**config.mk**
```make
export PLATFORM = sky130hd
export DESIGN_NAME = ravan_crypt_core
export DESIGN_NICKNAME = d
export VERILOG_FILES = /design/src/rtl/ravan_pkg.sv /design/src/rtl/ravan_round.sv /design/src/rtl/ravan_crypt_core.sv
export SDC_FILE = /design/constraint.sdc
export NUM_CORES = 2
export LEC_CHECK = 0
export ABC_AREA = 0
export BUFFER_PORTS_ARGS = -buffer_cell sky130_fd_sc_hd__buf_2
export CAP_MARGIN = 20
export CELL_PAD_IN_SITES_DETAIL_PLACEMENT = 1
export CELL_PAD_IN_SITES_GLOBAL_PLACEMENT = 2
export CORE_MARGIN = 2
export CORE_UTILIZATION = 37
export DETAILED_ROUTE_END_ITERATION = 8
export MAX_ROUTING_LAYER = met4
export PLACE_DENSITY = 0.92
export SKIP_CTS_REPAIR_TIMING = 1
export SLEW_MARGIN = 5
export SYNTH_ARGS = -nofsm -noshare
export SYNTH_HDL_FRONTEND = slang
export SYNTH_SLANG_ARGS = --single-unit
```
**constraint.sdc**
```tcl
create_clock -name clk -period 28 [get_ports clk]
set_input_delay 5.6 -clock clk [delete_from_list [all_inputs] [get_ports clk]]
set_output_delay 5.6 -clock clk [all_outputs]
set_load 0.01 [all_outputs]
```
**src/rtl/ravan_pkg.sv**
```systemverilog
// ravan_pkg: types, constants and helpers shared by the RAVAN crypt core.
//   state_t      : FSM state encoding (IDLE, RUN, DONE)
//   MODE_ENC/DEC : per-block direction select
//   rotl/rotr    : rotate within the low w bits of a ROT_MAX_W-wide operand
package ravan_pkg;

  typedef enum logic [1:0] {
    IDLE = 2'd0,
    RUN  = 2'd1,
    DONE = 2'd2
  } state_t;

  localparam logic MODE_ENC = 1'b0;
  localparam logic MODE_DEC = 1'b1;

  // Widest operand the rotate helpers handle. The caller zero-extends a
  // w-bit value into this width and truncates the result back to w bits;
  // bits shifted above position w-1 are discarded by that truncation.
  localparam int ROT_MAX_W = 1024;

  function automatic logic [ROT_MAX_W-1:0] rotl(input logic [ROT_MAX_W-1:0] x,
                                                input int unsigned w,
                                                input int unsigned r);
    return (x << r) | (x >> (w - r));
  endfunction

  function automatic logic [ROT_MAX_W-1:0] rotr(input logic [ROT_MAX_W-1:0] x,
                                                input int unsigned w,
                                                input int unsigned r);
    return (x >> r) | (x << (w - r));
  endfunction

endpackage

```
**src/rtl/ravan_round.sv**
```systemverilog
// ravan_round: one full cipher round, purely combinational.
//   state_in  : DATA_W block entering the round
//   key       : NUM_SLICES slices, slice i = key[i*DATA_W +: DATA_W]
//   mode      : MODE_ENC applies slices 0..N-1, MODE_DEC applies N-1..0
//   state_out : DATA_W block leaving the round
module ravan_round
  import ravan_pkg::*;
#(
  parameter int DATA_W     = 64,
  parameter int NUM_SLICES = 8,
  parameter int ROT        = 13
) (
  input  logic [DATA_W-1:0]            state_in,
  input  logic [DATA_W*NUM_SLICES-1:0] key,
  input  logic                         mode,
  output logic [DATA_W-1:0]            state_out
);

  logic [DATA_W-1:0] t;
  logic [DATA_W-1:0] k;
  logic [DATA_W-1:0] u;
  logic [DATA_W-1:0] r;

  // u is computed at DATA_W first so the zero-extension into the rotate
  // helper never sees inverted upper bits.
  always_comb begin
    t = state_in;
    k = '0;
    u = '0;
    r = '0;
    if (mode == MODE_ENC) begin
      for (int i = 0; i < NUM_SLICES; i++) begin
        k = key[i*DATA_W +: DATA_W];
        u = ~(t ^ k);
        r = DATA_W'(rotl(ROT_MAX_W'(u), DATA_W, ROT));
        t = r + k;
      end
    end else begin
      for (int i = NUM_SLICES - 1; i >= 0; i--) begin
        k = key[i*DATA_W +: DATA_W];
        u = t - k;
        r = DATA_W'(rotr(ROT_MAX_W'(u), DATA_W, ROT));
        t = ~r ^ k;
      end
    end
    state_out = t;
  end

endmodule

```
**src/rtl/ravan_crypt_core.sv**
```systemverilog
// ravan_crypt_core: iterative encrypt/decrypt engine, one round per clock.
//   clk, rst_n           : clock, async active-low reset
//   in_valid/in_ready    : input handshake; in_data, key, in_mode captured on accept
//   out_valid/out_ready  : output handshake; out_data, out_mode held until taken
//   busy                 : high whenever a block is in flight or waiting
//
// state | meaning
// IDLE  | waiting for a block, in_ready=1
// RUN   | one round per cycle, rcnt counts 0..ROUNDS-1
// DONE  | result presented, waiting for out_ready
module ravan_crypt_core
  import ravan_pkg::*;
#(
  parameter  int DATA_W     = 64,
  parameter  int NUM_SLICES = 8,
  parameter  int ROUNDS     = 21,
  parameter  int ROT        = 13,
  localparam int KEY_W      = DATA_W * NUM_SLICES
) (
  input  logic              clk,
  input  logic              rst_n,
  input  logic              in_valid,
  output logic              in_ready,
  input  logic              in_mode,
  input  logic [DATA_W-1:0] in_data,
  input  logic [KEY_W-1:0]  key,
  output logic              out_valid,
  input  logic              out_ready,
  output logic [DATA_W-1:0] out_data,
  output logic              out_mode,
  output logic              busy
);

  localparam int RCNT_W = $clog2(ROUNDS) + 1;

  state_t              state_q, state_d;
  logic [RCNT_W-1:0]   rcnt_q;
  logic [DATA_W-1:0]   data_q;
  logic [KEY_W-1:0]    key_q;
  logic                mode_q;
  logic [DATA_W-1:0]   round_out;
  logic                accept;
  logic                last_round;

  ravan_round #(
    .DATA_W     (DATA_W),
    .NUM_SLICES (NUM_SLICES),
    .ROT        (ROT)
  ) u_round (
    .state_in  (data_q),
    .key       (key_q),
    .mode      (mode_q),
    .state_out (round_out)
  );

  assign accept     = in_valid && in_ready;
  assign last_round = (rcnt_q == RCNT_W'(ROUNDS - 1));

  always_comb begin
    state_d  = state_q;
    in_ready = 1'b0;
    case (state_q)
      IDLE: begin
        in_ready = 1'b1;
        if (in_valid) state_d = RUN;
      end
      RUN: begin
        if (last_round) state_d = DONE;
      end
      DONE: begin
        // Handing off the result frees the core in the same cycle.
        if (out_ready) begin
          in_ready = 1'b1;
          state_d  = in_valid ? RUN : IDLE;
        end
      end
      default: state_d = IDLE;
    endcase
  end

  always_ff @(posedge clk or negedge rst_n) begin
    if (!rst_n) begin
      state_q <= IDLE;
      rcnt_q  <= '0;
      data_q  <= '0;
      key_q   <= '0;
      mode_q  <= MODE_ENC;
    end else begin
      state_q <= state_d;
      if (accept) begin
        data_q <= in_data;
        key_q  <= key;
        mode_q <= in_mode;
        rcnt_q <= '0;
      end else if (state_q == RUN) begin
        data_q <= round_out;
        if (!last_round) rcnt_q <= rcnt_q + 1'b1;
      end
    end
  end

  assign out_valid = (state_q == DONE);
  assign out_data  = data_q;
  assign out_mode  = mode_q;
  assign busy      = (state_q != IDLE);

endmodule

```
==> impl_metrics.py <==
metrics = {
    "yosys": {
        "muxShareOfSynthArea_pct": 0.0465,
        "ys_ff_latch": 585,
        "yosysTopAreaCellShare_pct": 17.0,
        "syn_inst": 11300,
        "ys_seq_area_share_pct": 17.0,
        "async_flop_share_pct": 100,
        "yosysTopAreaCell": "dfrtp_1",
        "synthDistinctLibCells": 98,
        "synth_compound_area_share_pct": 27.8,
        "synth_nets": 12900,
        "yosys_warnings": 0,
        "synth.area.top_cells": "dfrtp_1 (17%), xnor2_1 (16%), ha_1 (15%)",
        "synth_area_sq_um": 86100,
        "synth_edf_count": 0,
        "synth_flop_cell": "dfrtp_1",
        "synthAdderAreaFrac_pct": 15.1,
        "synth_area_per_cell_sq_um": 7.63,
        "synth_top_family_by_area": "compound AO/OA/AOI/OAI gates",
        "synthXorXnorAreaFrac_pct": 20.5,
        "synth_simple_gate_area_share_pct": 14.7,
    },
    "die": {
        "die_h_um": 486,
        "die_x_um": 486,
        "initial_core_util_pct": 37.1,
        "die-area_sq_um": 236000,
        "core_area_sq_um": 232000,
        "std_cell_rows": 177,
        "io_pins": 649,
    },
    "clock_tree": {
        "cts_tree": "done",
        "htreeDepth": 3,
        "clock_latency_ps": 820,
        "cts_sinks": 585,
        "numCtsBuffers": 86,
        "cts_root_buf": "clkbuf_16",
        "clk_path_buf_depth": 3,
        "clk_pin_slew_ps": 70,
    },
    "cells_and_area": {
        "drive_above_1_share_pct": 8.97,
        "nFillCells": 28600,
        "nets": 13300,
        "final_cell_area_sq_um": 95700,
        "synthToLayoutAreaGrowth_pct": 11.3,
    },
    "sta": {
        "fin_setup_tns_ps": 0,
        "maxSlewHeadroom_pct": 7.26,
        "skew_ps": 69.7,
        "rsz0062_at_grt": "false",
        "period_share_pct": 98.5,
        "max_freq_mhz": 36.3,
        "drv_slew": 0,
        "fin_crit_ps": 27580,
        "tightest_slew_ps": 1380,
        "hold_viol_final": 0,
        "setup_viol_count_final": 0,
    },
    "global_routing": {
        "grt_pass1_vias": 93000,
        "grt_pass1_wl_um": 767000,
        "track_usage_pct": 47.8,
        "antenna_found_initial": 60,
        "grt_max_degree": 143,
        "overflow": 0,
    },
    "setup_path": {
        "worstRegToRegCells": 91,
        "endpoint_kind": "register",
        "slowest_stage": "xnor2_1",
        "critPathMaxStageDelay_ps": 960,
        "r2r_start": "out_data[0]",
        "start_kind": "register",
        "crit_arrival_ps": 28270,
        "cp.required_ps": 28680,
        "crit_fanout": 7,
        "crit_top_cell": "a21oi_1",
        "worstSetupPathType": "register to register",
        "crit_start": "out_data[0]",
    },
    "detailed_routing": {
        "viasPerCell": 6.42,
        "drc": 0,
        "ant_nets": 0,
        "vias": 95500,
        "drtIter0Drc": 11600,
        "wl_per_cell_um": 38.4,
        "dr.pass1.iters": 6,
        "drt-total-wl_um": 571000,
    },
    "worst_hold_path": {
        "min_path_cells": 2,
        "hold_class": "register to register",
        "min_from": "rcnt_q[5]",
    },
    "outcome": {
        "status": "finished clean",
    },
    "place": {
        "port-buffer-count": 648,
        "placed_area_sq_um": 92400,
        "dp_hpwl_um": 494000,
        "gp_congestion": 1.13,
    },
    "flow_run": {
        "cap_violations": 0,
    },
}
cell usage after synthesis (20+ instances only):
master	instances
a31o_2	20
xor2_1	435
nor2b_1	138
a31oi_1	117
a221oi_1	38
nor2_1	470
nand2b_1	114
nand3_1	180
dfrtp_1	585
o221ai_1	33
clkbuf_1	397
ha_1	1010
or3_1	40
nor3_1	111
nand4_1	195
o21bai_1	147
o21ai_0	1048
o31ai_1	50
a21oi_1	1088
xnor2_1	1576
a21boi_0	24
a211o_1	23
o21a_1	110
or2_2	36
and4_1	27
inv_1	724
o22ai_1	20
a211oi_1	74
o211ai_1	62
a221o_1	23
a21o_1	686
a41oi_1	25
nor4_1	22
o21ai_1	36
and3_1	107
and2_1	60
nand2_1	1144
critical path, delay by kind of cell (launching register included):
kind,cells,cell delay (ps)
buffers and inverters,3,480
and+or+nand+nor,19,3370
xor gates and xnor gates,8,4890
AOI/OAI and AO/OA,52,14450
adders and majority gates,9,3760
DFF,1,410
routing by layer:
layer | vias up | wire length [um] | GRT usage, %
met5 | - | 0 | -
met4 | 0 | 44500 | 29.9
met3 | 1154 | 58300 | 12.1
met2 | 5378 | 230000 | 66.5
met1 | 48100 | 237000 | 61.3
li1 | 40800 | - | -
state kept, by name, indices dropped and copies added, names as in the netlist:
signal,flops
out_mode,1
key_q,512
rcnt_q,6
out_data,64
state_q,2
cells in the final DEF, fill, tap and decap left out, types with 40 or more instances in the layout:
cell type  instances
xnor2_1         1568
nand2_1         1143
a21oi_1         1085
o21ai_0         1046
ha_1            1010
inv_1            724
a21o_1           686
buf_2            647
dfrtp_1          584
nor2_1           469
xor2_1           435
nand4_1          195
nand3_1          180
o21bai_1         146
nor2b_1          136
buf_4            120
a31oi_1          113
nand2b_1         113
o21a_1           110
nor3_1           110
and3_1           107
clkbuf_16         86
a211oi_1          74
o211ai_1          62
and2_1            59
o31ai_1           49
or3_1             40
layout make-up:
| class | instances | area (sq um) | area share (%) |
|---|---|---|---|
| multi-input cells | 9566 | 67400 | 70.4 |
| flip-flops and latches | 585 | 14600 | 15.3 |
| repair buffers | 773 | 4230 | 4.42 |
| well taps | 3043 | 3810 | 3.98 |
| inverters | 724 | 2720 | 2.84 |
| clock buffers | 121 | 2450 | 2.56 |
| clock inverters | 35 | 442 | 0.461 |
| diodes | 29 | 72.6 | 0.0758 |
through the flow:
stage	hold WS [ps]	instances	worst slack [ps]	util, %
after global routing	604	14900	69.3	41.3
after CTS	568	14800	422	41.1
after floorplan	505	11300	6710	-
after detailed placement	553	14700	610	39.8
after global placement	535	14700	1150	39.8
final	571	14900	415	41.3
path summary, 6_finish.rpt:
check | end | slack, ps
max in group asynchronous | key_q[144] | 19680
min | rcnt_q[5] | 570
min reg2reg | rcnt_q[5] | 570
max | out_data[50] | 420
max reg2reg | out_data[50] | 420
min in group asynchronous | key_q[439] | 4800
kinds of logic (layout without fill, tap and decap cells):
group | after synthesis | in the layout
xor+xnor | 2011 | 2011
mux | 4 | 4
flops | 585 | 585
compound gates | 3831 | 3831
simple gates | 2694 | 2694
buf+inv | 1132 | 1653
fa+ha+maj | 1026 | 1026
other cells | 0 | 29
Power is not shown: default switching activity piles up to over one toggle a cycle in this logic, so the estimate is an artifact.
